### src/rtl/sched_pkg.sv
// Shared encodings and constants for the pipeline scheduler / interrupt controller.
// Decode request types, FSM states, interrupt identifiers and the handler vector live here.
package sched_pkg;

    localparam logic [15:0] INT_VECTOR    = 16'h0008;
    localparam int          N_HW_IRQ      = 2;
    localparam int          IRQ_IDX_W     = (N_HW_IRQ > 1) ? $clog2(N_HW_IRQ) : 1;

    localparam logic [3:0]  INT_ID_ERET   = 4'hF;
    localparam logic [7:0]  CAUSE_HW_BASE = 8'h10;

    localparam logic [3:0]  SCHED_CONTINUE     = 4'h0;
    localparam logic [3:0]  SCHED_PAUSE_FOR_LW = 4'h1;

    typedef enum logic [1:0] {
        SCHED_ST_IDLE  = 2'b00,
        SCHED_ST_ENTRY = 2'b01
    } sched_state_e;

    // Hardware cause code for a given winning line index.
    function automatic logic [7:0] hw_cause(input logic [IRQ_IDX_W-1:0] idx);
        return CAUSE_HW_BASE + 8'(idx);
    endfunction

endpackage

### src/rtl/sched_if.sv
// Bundle between the decode stage and the scheduler: decode requests in, pipeline controls out.
// All schi_* are sampled combinationally in the current cycle; the MTIH strobe is a one-cycle pulse.
interface sched_if;
    import sched_pkg::*;

    logic                 schi_pause_request;
    logic [3:0]           schi_sched_type;
    logic                 schi_int;
    logic [3:0]           schi_int_id;
    logic                 schi_int_en_value;
    logic                 schi_int_en_write;
    logic [15:0]          schi_id_addr;
    logic                 schi_id_branch;
    logic [N_HW_IRQ-1:0]  schi_hw_irq;

    logic                 scho_stall_pc;
    logic                 scho_stall_ifid;
    logic                 scho_bubble_idex;
    logic                 scho_flush_ifid;
    logic                 scho_redirect;
    logic [15:0]          scho_redirect_pc;
    logic                 scho_int_en;
    logic [7:0]           scho_cause;
    logic [15:0]          scho_epc;
    logic [1:0]           scho_state;

    modport master (
        output schi_pause_request, schi_sched_type, schi_int, schi_int_id,
               schi_int_en_value, schi_int_en_write, schi_id_addr, schi_id_branch,
               schi_hw_irq,
        input  scho_stall_pc, scho_stall_ifid, scho_bubble_idex, scho_flush_ifid,
               scho_redirect, scho_redirect_pc, scho_int_en, scho_cause, scho_epc,
               scho_state
    );

    modport slave (
        input  schi_pause_request, schi_sched_type, schi_int, schi_int_id,
               schi_int_en_value, schi_int_en_write, schi_id_addr, schi_id_branch,
               schi_hw_irq,
        output scho_stall_pc, scho_stall_ifid, scho_bubble_idex, scho_flush_ifid,
               scho_redirect, scho_redirect_pc, scho_int_en, scho_cause, scho_epc,
               scho_state
    );

endinterface

### src/rtl/sched_irq_prio.sv
// Fixed-priority encoder over the hardware interrupt lines; line 0 is the highest priority.
module irq_prio
    import sched_pkg::*;
(
    input  logic [N_HW_IRQ-1:0]  i_irq,
    output logic                 o_any,
    output logic [IRQ_IDX_W-1:0] o_index
);

    always_comb begin
        o_any   = |i_irq;
        o_index = '0;
        // Scan downwards so the lowest set index is the last one written.
        for (int i = N_HW_IRQ - 1; i >= 0; i--) begin
            if (i_irq[i]) begin
                o_index = IRQ_IDX_W'(i);
            end
        end
    end

endmodule

### src/rtl/sched.sv
// Pipeline scheduler: load-use stalls, INT/ERET sequencing and level hardware interrupts,
// plus the interrupt state (enable, cause, EPC) that MFIH/MTIH access.
module sched
    import sched_pkg::*;
(
    input  logic    clk,
    input  logic    rst,
    sched_if.slave  bus
);

    sched_state_e         r_state;
    sched_state_e         w_state_nxt;
    logic                 r_delay_slot;
    logic                 r_int_en;
    logic [7:0]           r_cause;
    logic [15:0]          r_epc;

    logic                 w_int_en_nxt;
    logic [7:0]           w_cause_nxt;
    logic [15:0]          w_epc_nxt;

    logic                 w_irq_any;
    logic [IRQ_IDX_W-1:0] w_irq_idx;

    logic                 w_idle;
    logic                 w_eret;
    logic                 w_swi;
    logic                 w_lw_stall;
    logic                 w_hw_take;

    logic                 w_stall;
    logic                 w_bubble;
    logic                 w_flush;
    logic                 w_redirect;
    logic [15:0]          w_redirect_pc;

    irq_prio u_irq_prio (
        .i_irq   (bus.schi_hw_irq),
        .o_any   (w_irq_any),
        .o_index (w_irq_idx)
    );

    // Request decode in priority order: ERET, software INT, load-use stall, hardware IRQ.
    assign w_idle     = (r_state == SCHED_ST_IDLE);
    assign w_eret     = w_idle && bus.schi_int && (bus.schi_int_id == INT_ID_ERET);
    assign w_swi      = w_idle && bus.schi_int && (bus.schi_int_id != INT_ID_ERET);
    assign w_lw_stall = w_idle && !bus.schi_int && bus.schi_pause_request &&
                        (bus.schi_sched_type == SCHED_PAUSE_FOR_LW);
    assign w_hw_take  = w_idle && !bus.schi_int && !w_lw_stall && r_int_en &&
                        !r_delay_slot && w_irq_any;

    always_comb begin
        w_state_nxt   = r_state;
        w_int_en_nxt  = r_int_en;
        w_cause_nxt   = r_cause;
        w_epc_nxt     = r_epc;
        w_stall       = 1'b0;
        w_bubble      = 1'b0;
        w_flush       = 1'b0;
        w_redirect    = 1'b0;
        w_redirect_pc = INT_VECTOR;

        case (r_state)
            SCHED_ST_IDLE: begin
                if (w_eret) begin
                    w_redirect    = 1'b1;
                    w_redirect_pc = r_epc;
                    w_flush       = 1'b1;
                    w_int_en_nxt  = 1'b1;
                    w_state_nxt   = SCHED_ST_ENTRY;
                end else if (w_swi) begin
                    w_redirect    = 1'b1;
                    w_flush       = 1'b1;
                    w_epc_nxt     = bus.schi_id_addr + 16'd1;
                    w_cause_nxt   = {4'h0, bus.schi_int_id};
                    w_int_en_nxt  = 1'b0;
                    w_state_nxt   = SCHED_ST_ENTRY;
                end else if (w_lw_stall) begin
                    w_stall       = 1'b1;
                    w_bubble      = 1'b1;
                end else if (w_hw_take) begin
                    // The decode instruction is squashed and resumes after ERET.
                    w_redirect    = 1'b1;
                    w_flush       = 1'b1;
                    w_bubble      = 1'b1;
                    w_epc_nxt     = bus.schi_id_addr;
                    w_cause_nxt   = hw_cause(w_irq_idx);
                    w_int_en_nxt  = 1'b0;
                    w_state_nxt   = SCHED_ST_ENTRY;
                end

                if (!w_eret && !w_swi && !w_hw_take && bus.schi_int_en_write) begin
                    w_int_en_nxt  = bus.schi_int_en_value;
                end
            end
            SCHED_ST_ENTRY: begin
                w_flush     = 1'b1;
                w_bubble    = 1'b1;
                w_state_nxt = SCHED_ST_IDLE;
            end
            default: begin
                w_state_nxt = SCHED_ST_IDLE;
            end
        endcase
    end

    always_ff @(posedge clk or negedge rst) begin
        if (!rst) begin
            r_state <= SCHED_ST_IDLE;
        end else begin
            r_state <= w_state_nxt;
        end
    end

    always_ff @(posedge clk or negedge rst) begin
        if (!rst) begin
            r_delay_slot <= 1'b0;
            r_int_en     <= 1'b0;
            r_cause      <= 8'h00;
            r_epc        <= 16'h0000;
        end else begin
            r_delay_slot <= bus.schi_id_branch;
            r_int_en     <= w_int_en_nxt;
            r_cause      <= w_cause_nxt;
            r_epc        <= w_epc_nxt;
        end
    end

    // Controls are forced quiet while reset is held so nothing leaks into the pipeline.
    assign bus.scho_stall_pc    = rst && w_stall;
    assign bus.scho_stall_ifid  = rst && w_stall;
    assign bus.scho_bubble_idex = rst && w_bubble;
    assign bus.scho_flush_ifid  = rst && w_flush;
    assign bus.scho_redirect    = rst && w_redirect;
    assign bus.scho_redirect_pc = rst ? w_redirect_pc : 16'h0000;
    assign bus.scho_int_en      = r_int_en;
    assign bus.scho_cause       = r_cause;
    assign bus.scho_epc         = r_epc;
    assign bus.scho_state       = r_state;

endmodule
### src/flat_wrapper.sv
// flat-port wrapper written by rule: the top's interface ports become plain ports
module sched_flat import sched_pkg::*;
  (clk, rst, bus_schi_pause_request, bus_schi_sched_type, bus_schi_int, bus_schi_int_id, bus_schi_int_en_value, bus_schi_int_en_write, bus_schi_id_addr, bus_schi_id_branch, bus_schi_hw_irq, bus_scho_stall_pc, bus_scho_stall_ifid, bus_scho_bubble_idex, bus_scho_flush_ifid, bus_scho_redirect, bus_scho_redirect_pc, bus_scho_int_en, bus_scho_cause, bus_scho_epc, bus_scho_state);
  sched_if bus_i ();
  input  logic clk;
  input  logic rst;
  input wire logic [$bits(bus_i.schi_pause_request)-1:0] bus_schi_pause_request;
  input wire logic [$bits(bus_i.schi_sched_type)-1:0] bus_schi_sched_type;
  input wire logic [$bits(bus_i.schi_int)-1:0] bus_schi_int;
  input wire logic [$bits(bus_i.schi_int_id)-1:0] bus_schi_int_id;
  input wire logic [$bits(bus_i.schi_int_en_value)-1:0] bus_schi_int_en_value;
  input wire logic [$bits(bus_i.schi_int_en_write)-1:0] bus_schi_int_en_write;
  input wire logic [$bits(bus_i.schi_id_addr)-1:0] bus_schi_id_addr;
  input wire logic [$bits(bus_i.schi_id_branch)-1:0] bus_schi_id_branch;
  input wire logic [$bits(bus_i.schi_hw_irq)-1:0] bus_schi_hw_irq;
  output wire logic [$bits(bus_i.scho_stall_pc)-1:0] bus_scho_stall_pc;
  output wire logic [$bits(bus_i.scho_stall_ifid)-1:0] bus_scho_stall_ifid;
  output wire logic [$bits(bus_i.scho_bubble_idex)-1:0] bus_scho_bubble_idex;
  output wire logic [$bits(bus_i.scho_flush_ifid)-1:0] bus_scho_flush_ifid;
  output wire logic [$bits(bus_i.scho_redirect)-1:0] bus_scho_redirect;
  output wire logic [$bits(bus_i.scho_redirect_pc)-1:0] bus_scho_redirect_pc;
  output wire logic [$bits(bus_i.scho_int_en)-1:0] bus_scho_int_en;
  output wire logic [$bits(bus_i.scho_cause)-1:0] bus_scho_cause;
  output wire logic [$bits(bus_i.scho_epc)-1:0] bus_scho_epc;
  output wire logic [$bits(bus_i.scho_state)-1:0] bus_scho_state;
  assign bus_i.schi_pause_request = bus_schi_pause_request;
  assign bus_i.schi_sched_type = bus_schi_sched_type;
  assign bus_i.schi_int = bus_schi_int;
  assign bus_i.schi_int_id = bus_schi_int_id;
  assign bus_i.schi_int_en_value = bus_schi_int_en_value;
  assign bus_i.schi_int_en_write = bus_schi_int_en_write;
  assign bus_i.schi_id_addr = bus_schi_id_addr;
  assign bus_i.schi_id_branch = bus_schi_id_branch;
  assign bus_i.schi_hw_irq = bus_schi_hw_irq;
  assign bus_scho_stall_pc = bus_i.scho_stall_pc;
  assign bus_scho_stall_ifid = bus_i.scho_stall_ifid;
  assign bus_scho_bubble_idex = bus_i.scho_bubble_idex;
  assign bus_scho_flush_ifid = bus_i.scho_flush_ifid;
  assign bus_scho_redirect = bus_i.scho_redirect;
  assign bus_scho_redirect_pc = bus_i.scho_redirect_pc;
  assign bus_scho_int_en = bus_i.scho_int_en;
  assign bus_scho_cause = bus_i.scho_cause;
  assign bus_scho_epc = bus_i.scho_epc;
  assign bus_scho_state = bus_i.scho_state;
  sched u_core (.clk(clk), .rst(rst), .bus(bus_i));
endmodule
### config.mk
export PLATFORM = sky130hd
export DESIGN_NAME = sched_flat
export DESIGN_NICKNAME = d
export VERILOG_FILES = /design/src/rtl/sched_pkg.sv /design/src/rtl/sched_if.sv /design/src/rtl/sched_irq_prio.sv /design/src/rtl/sched.sv /design/src/flat_wrapper.sv
export SDC_FILE = /design/constraint.sdc
export NUM_CORES = 1
export LEC_CHECK = 0
export CORE_MARGIN = 1.5
export CORE_UTILIZATION = 36
export CTS_CLUSTER_SIZE = 30
export DETAILED_ROUTE_END_ITERATION = 7
export PLACE_DENSITY = 0.81
export SLEW_MARGIN = 20
export SYNTH_ARGS = -nofsm -noshare
export SYNTH_HDL_FRONTEND = slang
export SYNTH_SLANG_ARGS = --single-unit
### constraint.sdc
create_clock -name clk -period 1.6 [get_ports clk]
set_clock_uncertainty 0.05 [all_clocks]
set_input_delay 0.24 -clock clk [delete_from_list [all_inputs] [get_ports clk]]
set_output_delay 0.24 -clock clk [all_outputs]
set_load 0.01 [all_outputs]
* Yosys cells after proc, flatten, opt, wreduce, memory -nomap -nowiden
Index checks and enable logic that the tools add are counted.
Word-level totals: register bits after elaboration 28, bits of input ports 33, output and inout bits 48
Operators by class: add/sub/neg operators 2, equality and inequality tests 8, mux-type cells 35, bitwise gates (word level) 1, reduce and logical (&&, ||, !) cells 30
Operators with widths (count):
- 16-bit two-way mux | 6
- 8-bit two-way mux | 3
- 1-bit two-way mux | 19
- 1-bit logical AND | 17
- 16-bit by 1-bit adder with 16-bit output, second input constant | 1
- 4-bit != test, second input constant | 3
- 2-bit two-way mux | 5
- 5-bit by 1-bit adder with 6-bit output, first input constant | 1
- 1-bit zero test | 6
- 4-bit by 1-bit == test with 1-bit output, second input constant | 1
- 4-bit == test, second input constant | 1
- 4-bit by 2-bit != test with 1-bit output, second input constant | 1
- 1-bit one-hot mux with 2 select lines | 2
- 4-bit AND reduction | 1
- 4-bit nonzero test | 1
- 3-bit AND reduction | 1
- 2-bit by 1-bit == test with 1-bit output, second input constant | 1
- 2-bit zero test | 1
- 2-bit by 1-bit != test with 1-bit output, second input constant | 1
- 2-bit AND reduction | 1
- 2-bit nonzero test | 1
- 2-bit OR reduction | 1
- 1-bit NOT | 1

* Logic depth before layout (Yosys ltp)
Gate-level depths: netlist (run 1).
depth in word-level cells 15, gate-level depth with buffers 6, mapped depth without buffers 5

* Modules after synthesis
A second synthesis (run 1) with hierarchy kept.
Second synthesis, totals: cells, all modules 159, area total of the unflattened synthesis 1520.2 um^2
By module, submodules not included:
- sched | instances 1, cells each 157, area each 1507.7 um^2, sequential area each 600.6 um^2
- irq_prio | instances 1, cells each 2, area each 12.5 um^2, sequential area each 0.0 um^2

* Worst setup path before layout (run 1)
No wires, ideal clock.
path type flip-flop to flip-flop, start point register u_core.r_state[0] (netlist: u_core.bus.scho_state[0]), end point register u_core.r_epc[4] (netlist: u_core.bus.scho_epc[4]), data arrival time 1.606 ns, data required time 1.424 ns, setup slack -0.183 ns, stages on the path, launching flop included 7, path buffers 2, period minus slack after synthesis 1.783 ns, cell sequence dfrtp_1 > nor4_2 > and4b_1 > buf_4 > o21ai_4 > buf_6 > a311o_1
Between the ends: cells in the longest elaborated chain, start to end 11
RTL lines:
- from (decl) | line sched.sv:11 | sched_state_e r_state;
- from (signal assigned) | line sched.sv:111 | r_state <= w_state_nxt;
- 2-bit zero test (*) | line sched.sv:44, sched.sv:63
- 1-bit logical AND | line sched.sv:47, sched.sv:49
- 1-bit logical AND (2 in a row) | line sched.sv:47 | assign w_lw_stall = w_idle && !bus.schi_int && bus.schi_pause_request &&
- 1-bit zero test | line sched.sv:49 | assign w_hw_take = w_idle && !bus.schi_int && !w_lw_stall && r_int_en &&
- 1-bit logical AND (3 in a row) | line sched.sv:49
- 1-bit logical AND | line sched.sv:50 | !r_delay_slot && w_irq_any;
- 2-bit nonzero test (no line)
- 4-bit AND reduction (no line)
- to (signal assigned) | line sched.sv:125 | r_epc <= w_epc_nxt;
- to (decl) | line sched.sv:16 | logic [15:0] r_epc;
Mark *: on every way between the ends. The rest lies on a longest branch, timed or not. A chain may end at the register's enable or synchronous reset.

* Worst setup path in the final report (run 1)
start point register u_core.r_state[0] (netlist: u_core.bus.scho_state[0]), end point output port bus_scho_redirect_pc[0]
Between the ends: cells in the longest elaborated chain, start to end 6
RTL lines:
- 2-bit zero test (*) | line sched.sv:44, sched.sv:63
- 1-bit logical AND (2 in a row) | line sched.sv:45 | assign w_eret = w_idle && bus.schi_int && (bus.schi_int_id == INT_ID_ERET);
- 16-bit two-way mux | line sched.sv:65 | if (w_eret) begin
- 16-bit two-way mux (*) | line sched.sv:63 | case (r_state)
- 16-bit two-way mux (*) | line sched.sv:135 | assign bus.scho_redirect_pc = rst ? w_redirect_pc : 16'h0000;
- to (decl) | line flat_wrapper.sv:21 | output wire logic [$bits(bus_i.scho_redirect_pc)-1:0] bus_scho_redirect_pc;
Marks and branches as above.

==> results of run 1 <==
## stage by stage
stage	TNS (ps)	setup slack [ps]	instances
detailed placement	-28720	-929.3	323
global placement	-27400	-878.1	323
floorplan	-190.8	-32.63	166
global route	-15350	-485.3	339
CTS	-13020	-398.7	337
finish	-13310	-415.2	339
## metal layers
layer	share of wire, %	track usage [%]	wire length, um	up-vias
li1	-	-	-	851
met1	38	27.79	2269	893
met2	52	43.63	3057	98
met3	6.6	3.409	392	22
met4	3.4	9.000	202	0
met5	0	0	0	-
## Yosys cell counts (2+ instances only)
| cell type | count |
|---|---|
| buf_2 | 3 |
| dfrtp_1 | 24 |
| a21oi_1 | 2 |
| buf_4 | 6 |
| clkbuf_1 | 3 |
| inv_1 | 4 |
| and3_1 | 4 |
| nand3_1 | 5 |
| mux2_2 | 6 |
| xnor2_1 | 5 |
| o211a_1 | 2 |
| nand2_1 | 9 |
| nand4_1 | 7 |
| or3_1 | 5 |
| o21ai_0 | 7 |
| and4b_1 | 2 |
| a211oi_1 | 6 |
| a31oi_1 | 7 |
| a22o_1 | 3 |
| a311o_1 | 3 |
| and2_1 | 17 |
| and4_1 | 2 |
| nor2_1 | 8 |
## logic make-up (layout without fill, tap and decap cells)
kind of cell               after synthesis  in the layout
DFF                                     24             24
and+or+nand+nor                         69             69
xor gates and xnor gates                 5              5
other                                    1              4
buffers and inverters                   18            141
muxes                                    7              7
AOI/OAI and AO/OA                       38             38
adders and majority gates                1              1
## power by group
part / internal, uW / switching, uW / leakage, uW / total [uW]
clock: 220 / 209 / 0.0000288 / 429
sequential: 723 / 91.1 / 0.000282 / 815
combinational: 521 / 354 / 0.00104 / 875
total: 1460 / 654 / 0.00136 / 2120
## sequential cells by signal, summed over array words and instances (netlist names)
signal,cells
u_core.bus.scho_epc,16
u_core.r_delay_slot,1
u_core.bus.scho_cause,5
u_core.bus.scho_int_en,1
u_core.bus.scho_state,1
## timing repair
item / 4_1_cts / 5_1_grt
endpoints found under the setup margin: 41 / 44
pin swaps: 15 / 9
resized for setup: 112 / 31
gates cloned: 1 / 0
buffers inserted: 9 / 5
## worst paths after layout
path | start | end | cells past startpoint | slack [ps]
setup reg to reg | u_core.bus.scho_state[0] | u_core.bus.scho_epc[2] | 9 | -370
hold / removal | bus_schi_int_id[2] | u_core.bus.scho_cause[2] | 2 | 310
hold reg to reg | u_core.bus.scho_cause[2] | u_core.bus.scho_cause[2] | 1 | 460
min in group asynchronous | rst | u_core.bus.scho_int_en | 3 | 470
max in group asynchronous | rst | u_core.bus.scho_state[0] | 3 | 770
setup / recovery | u_core.bus.scho_state[0] | bus_scho_redirect_pc[0] | 5 | -420
## cell type report
type / count / area, um^2
clock buffers: 4 / 55.05
fillers: 277 / 1064
well taps: 50 / 62.56
repair buffers: 133 / 1269
inverters: 4 / 15.01
flip-flops and latches: 24 / 601.8
multi-input cells: 124 / 991.0
==> metrics.cfg, run 1 <==
[status]
run_status=complete, but fails checks
violations=negative setup slack

[route]
dr.first_iter.drc_count=155
ant_nets=0
wl_um=5921
post_drt_wl_per_cell_um=17.47
viasPerCell=5.499
drc=0
vias=1864
firstDrtPassIters=4

[synth]
synth.top_cells.by_area=dfrtp_1, and2_1, mux2_2
ys.flop_type=dfrtp_1
synth_compound_area_share_pct=19.13
ys_ff_latch=24
synthXorXnorAreaFrac_pct=2.825
syn-cell-area_um2=1550
avgSynthCellArea_um2=9.511
yosysWarningCount=0
synth-simple-area-share_pct=26.63
synth_top_area_cell=dfrtp_1
netlist_instances=163
synth.distinct_cells=46
yosysSeqAreaShare_pct=38.74
synth_top_area_share_pct=38.74
synth_top_family_by_area=simple AND/OR/NAND/NOR gates
async_reset_ff_share_pct=100.0
synthAdderAreaFrac_pct=0.8071
synthMuxAreaShare_pct=5.004
synth-edff-count=0

[place]
gp_congestion=0.9155
post-dp-hpwl_um=3716
numPortBuffers=76
placed_area_um2=2710

[floorplan]
die_w_um=68.62
num_io_pins=81
fp-row-count=23
start_util_pct=38.21
die_h_um=68.62
core_um2=4058
die-area_um2=4709

[final_layout]
final_cell_mix=clkdlybuf4s50_1, buf_4, buf_6
fin_area_um2=2994
layout_commonest_cell=clkdlybuf4s50_1
fin_nets=324
drive_above_1_share_pct=43.25
area_growth_pct=93.14
diodes=0
final_util_pct=73.79

[sta]
rsz0062_at_grt=yes
worst_slack_ps=-415.2
slew_violations=0
layout_min_cycle_time_ps=2015
fmaxAchievable_mhz=496.2
hold_ws_ps=314.4
fin_crit_sh_pct=126.0
finalHoldViolations=0
setup_violations=41

[setup_path]
cp.required_ps=1310
end_kind=output port
crit_arrival_ps=1730
crit_path_top_delay_cell=dfrtp_2
path_cells=or3b_4 -> nor2_4 -> buf_12 -> and2_4 -> buf_6
cp_top_family=simple AND/OR/NAND/NOR gates
critPathLaunchType=register
critical_path_class=reg2out
crit_path_max_fanout=6
timing.critical_path.buf_inv=2
max_stage_delay_ps=430

[cts]
root_buffer=clkbuf_8
cts_hold_buf=0
numCtsBuffers=3
clk_pin_slew_ps=90
cts.sinks=24
cts_tree=done
cts_buffer_depth=2
clkLatencyLatePin_ps=270
h-tree-depth=1

[grt]
grt.total_usage_pct=23.82
grt_max_degree=25
antenna_found_initial=0
grt_pass1_wl_um=8314
grt_pass1_vias=1709
grt_overflow=0

[worst_hold_path]
hold_path_class=in2reg

[pwr]
irDropWorstVdd_mv=0.5105
p_total_uw=2119
leakage_uw=0.001355
power.density_nw_per_um2=707.6

[run]
maxCapViolCount=0

(Power assumes the default switching activity.)
==> inputs of run 2 (changes only) <==
- CORE_UTILIZATION: 36 -> 40
- CTS_CLUSTER_SIZE: 30 -> not set
- PLACE_DENSITY: 0.81 -> 0.85
- clock period: 1.6 -> 2.3 ns (I/O delays scaled with it)
==> run 2 against run 1 <==
Net effect:
- the run now ends clean
- setup slack improved by 480 ps
- core utilization decreased by 3.8 points
- clock-buffer cell count unchanged
- critical path depth unchanged
- register-to-register slack improved by 620 ps
- wire length decreased by 20%
- non-clock buffer count decreased by 24
- sequential power decreased by 30%
==> metrics.cfg, run 2 (synthesis results as in run 1) <==
[floorplan]
die_h_um=65.26
fp-row-count=22
die-area_um2=4258
start_util_pct=42.03
num_io_pins=81
core_um2=3689
die_w_um=65.26

[grt]
use_met2_pct=38.01
grt_pass1_vias=1561
met3_usage_pct=3.082
grt-busiest-layer=met2
grt.total_usage_pct=22.31
met1_usage_pct=30.58
antenna_found_initial=0
grt_overflow=0
grt_max_degree=17
grt_pass1_wl_um=7493

[final_layout]
register_area_um2=601.8
final_cell_mix=clkdlybuf4s50_1, buf_4, dfrtp_1
final_util_pct=70.01
multi_input_area_um2=879.6
fin_area_um2=2582
fin_nets=300
area_growth_pct=66.59
largest_register_ffs=16
drive_above_1_share_pct=21.89
fillers=316
diodes=0
layout_commonest_cell=clkdlybuf4s50_1

[route]
wl_um=4718
dr.first_iter.drc_count=68
viasPerCell=5.399
firstDrtPassIters=4
post_drt_wl_per_cell_um=15.07
drc=0
vias=1690
ant_nets=0

[sta]
finalHoldViolations=0
setup_violations=0
layout_min_cycle_time_ps=2238
worst_slack_ps=61.68
fmaxAchievable_mhz=446.8
fin_tns_setup_ps=0
fin_crit_sh_pct=97.32
slew_violations=0
rsz0062_at_grt=no

[pwr]
swShare_pct=29.69
irDropWorstVdd_mv=0.3666
combPwrFrac_pct=37.0
leakage_uw=0.001181
power.density_nw_per_um2=528.1
switchingPower_uw=404.9
p_clk_share_pct=21.3
internal_power_uw=958.8
pwr-share-seq_pct=41.7

[run]
maxCapViolCount=0

[setup_path]
timing.critical_path.buf_inv=2
crit_path_top_delay_cell=dfrtp_2
cp_top_family=simple AND/OR/NAND/NOR gates
critical_path_class=reg2out
ff2ff_path_depth=8
cp.required_ps=1900
end_kind=output port
critPathLaunchType=register
crit_path_max_fanout=4
r2r_slack_ps=250
path_cells=or3b_4 -> nor2_4 -> buf_4 -> and2_1 -> dlygate4sd2_1
crit_arrival_ps=1840
max_stage_delay_ps=460
path_depth=5

[cts]
cts_tree=done
root_buffer=clkbuf_8
cts_buffer_depth=2
cts.sinks=24
clk_pin_slew_ps=90
clkLatencyLatePin_ps=260
h-tree-depth=1
numCtsBuffers=3
cts_hold_buf=0

[status]
run_status=complete, no violations

[worst_hold_path]
hold_path_class=in2async

[place]
placed_area_um2=2467
gp_congestion=0.8069
place_ws_ps=-472.6
numPortBuffers=76
post-dp-hpwl_um=3558

run 2: through the flow:
step / std cells / hold slack (ps) / total power (uW)
6_report: 313 / 377.3 / 1364
4_1_cts: 312 / 387.2 / 1365
2_1_floorplan: 166 / -0.5911 / 762.1
3_5_place_dp: 299 / 431.4 / 1073
5_1_grt: 313 / 404.7 / 1431
3_3_place_gp: 299 / 415.7 / 1060
run 2: area by class of cell:
type,count,share of cell area (%)
timing repair buffer,109,37.60
multi-input combinational,124,34.06
sequential,24,23.30
tap,48,2.326
clock buffer,4,2.132
inverter,4,0.5814
run 2: worst paths after layout:
path	endpoint	start
worst max-delay path	bus_scho_redirect_pc[4]	u_core.bus.scho_state[0]
worst min-delay path	u_core.bus.scho_epc[0]	rst
worst max register to register	u_core.bus.scho_epc[2]	u_core.bus.scho_state[0]
worst min register to register	u_core.bus.scho_cause[4]	u_core.bus.scho_cause[4]
max in group asynchronous	u_core.bus.scho_epc[7]	rst
min in group clk	u_core.bus.scho_cause[2]	bus_schi_int_id[2]
run 2: layer usage:
layer	part of all wire [%]	wire [um]
met4	0.72	34
met5	0	0
met1	44	2073
met3	5.4	255
met2	50	2354
run 2: power groups by stage:
stage / registers (uW) / logic (uW) / clock network [uW]
2_1_floorplan: 600 / 162 / 0
3_3_place_gp: 571 / 489 / 0
3_5_place_dp: 576 / 498 / 0
4_1_cts: 567 / 506 / 292
5_1_grt: 581 / 543 / 307
6_report: 568 / 505 / 291
run 2: timing repair:
item	CTS	global route
gates resized for setup	37	7
pin swaps	5	2
buffers inserted	8	1
setup endpoints to repair	21	10
gates cloned	1	0
run 2: worst register-to-register path, delay by kind of cell, from the launching register on:
kind / cells / cell delay, ps
AOI/OAI and AO/OA: 2 / 350
and+or+nand+nor: 2 / 550
DFF: 1 / 460
buffers and inverters: 4 / 530
==> inputs of run 3 (changes only) <==
- CELL_PAD_IN_SITES_DETAIL_PLACEMENT: not set -> 0
- CELL_PAD_IN_SITES_GLOBAL_PLACEMENT: not set -> 1
- CORE_UTILIZATION: 40 -> 28
- PLACE_DENSITY: 0.85 -> 0.83
==> run 3 against run 2 <==
Net effect:
- clock power increased by 2%
- sequential power about the same
- combinational power increased by 2%
- highest routed layer unchanged
- largest cell class unchanged
- via count decreased by 0.36%
==> metrics.cfg, run 3 (synthesis results as in run 1) <==
[setup_path]
cp_top_family=simple AND/OR/NAND/NOR gates
path_depth=5
critPathLaunchType=register
crit_arrival_ps=1840
crit_path_top_delay_cell=dfrtp_2
ff2ff_path_depth=9
cp.required_ps=1900
end_kind=output port
max_stage_delay_ps=450
critical_path_class=reg2out
crit_path_max_fanout=4
timing.critical_path.buf_inv=2
path_cells=or3b_4 -> nor2_4 -> buf_4 -> and2_1 -> dlygate4sd2_1

[sta]
fin_tns_setup_ps=0
slew_violations=0
setup_violations=0
finalHoldViolations=0
layout_min_cycle_time_ps=2237
fin_crit_sh_pct=97.27
hold_ws_ps=419.7
fmaxAchievable_mhz=447.0

[cts]
numCtsBuffers=3
h-tree-depth=1
root_buffer=clkbuf_8
cts_buffer_depth=2
cts_tree=done
clkLatencyLatePin_ps=270
cts.sinks=24
clk_pin_slew_ps=90
cts_hold_buf=0

[final_layout]
layout_commonest_cell=clkdlybuf4s50_1
fin_nets=306
diodes=0
area_growth_pct=72.24
drive_above_1_share_pct=22.51
largest_register_ffs=16
final_cell_mix=clkdlybuf4s50_1, buf_4, dfrtp_1
fillers=514
final_util_pct=50.98

[grt]
grt_max_degree=25
antenna_found_initial=0
grt_pass1_wl_um=8224
grt.total_usage_pct=17.25
grt_pass1_vias=1601
grt_overflow=0

[status]
run_status=complete, no violations

[route]
vias=1684
firstDrtPassIters=4
post_drt_wl_per_cell_um=14.83
dr.first_iter.drc_count=88
ant_nets=0
wl_um=5058
drc=0
viasPerCell=4.938

[floorplan]
die_h_um=77.41
die_w_um=77.41
fp-row-count=26
core_um2=5238
start_util_pct=29.60
die-area_um2=5992
num_io_pins=81

[place]
numPortBuffers=76
post-dp-hpwl_um=3727
gp_congestion=0.7832

[worst_hold_path]
hold_path_depth=2
hold_path_class=in2reg

[run]
maxCapViolCount=0

[pwr]
leakage_uw=0.001224
power.density_nw_per_um2=515.0
irDropWorstVdd_mv=0.3188

## run 3: cell types whose count changed in the layout (fill, tap and decap cells not counted), sizes merged
cell,delta
dlymetal6s2s,+1
clkbuf,-2
clkdlybuf4s15,+2
buf,+7
clkdlybuf4s50,-2
## run 3: path summary, 6_finish.rpt
kind | end | start | slack, ps
max | bus_scho_redirect_pc[1] | u_core.bus.scho_state[0] | 60
min | u_core.bus.scho_cause[2] | bus_schi_int_id[2] | 420
max reg2reg | u_core.bus.scho_epc[0] | u_core.bus.scho_state[0] | 180
min reg2reg | u_core.bus.scho_cause[4] | u_core.bus.scho_cause[4] | 450
max in group asynchronous | u_core.bus.scho_state[0] | rst | 1490
min in group asynchronous | u_core.r_delay_slot | rst | 450
## run 3: worst reg2reg max path: cells and delay by family, from the launching register on
family | cells | cell delay, ps
flops | 1 | 450
compound gates | 1 | 270
buf+inv | 5 | 720
simple gates | 3 | 530
## run 3: cell type report
cell class              count  area, um^2  area share, %
well taps                  70       87.58          3.280
clock buffers               4       55.05          2.062
flip-flops and latches     24       601.8          22.54
inverters                   4       15.01         0.5623
repair buffers            115        1027          38.47
multi-input cells         124       883.3          33.08
## run 3: routing by layer
layer  wire, um  global-route usage, %  part of all wire [%]  vias to the layer above
met2       2391                  28.86                    47                       57
li1           -                      -                     -                      820
met3        291                  2.235                   5.8                        2
met1       2355                  24.16                    47                      805
met4         20                  2.727                  0.40                        0
met5          0                      0                     0                        -
## run 3: per-stage QoR
stage | instances | worst slack (ps) | instance area, um^2 | total power (uW)
6_report | 341 | 62.86 | 2670 | 1375
3_5_place_dp | 323 | -465.6 | 2510 | 1080
5_1_grt | 341 | -8.589 | 2670 | 1449
3_3_place_gp | 323 | -419.8 | 2510 | 1071
2_1_floorplan | 166 | 416.2 | 1562 | 762.1
4_1_cts | 339 | 7.783 | 2648 | 1379
## run 3: what timing repair did
item,in CTS,in global routing
pin swaps,8,3
buffers inserted,11,2
resized for setup,42,5
cloned,1,0
endpoints found under the setup margin,21,16
## run 3: power breakdown
| group | internal (uW) | switching, uW |
|---|---|---|
| clock | 153 | 143 |
| combinational | 306 | 209 |
| sequential | 503 | 61.6 |
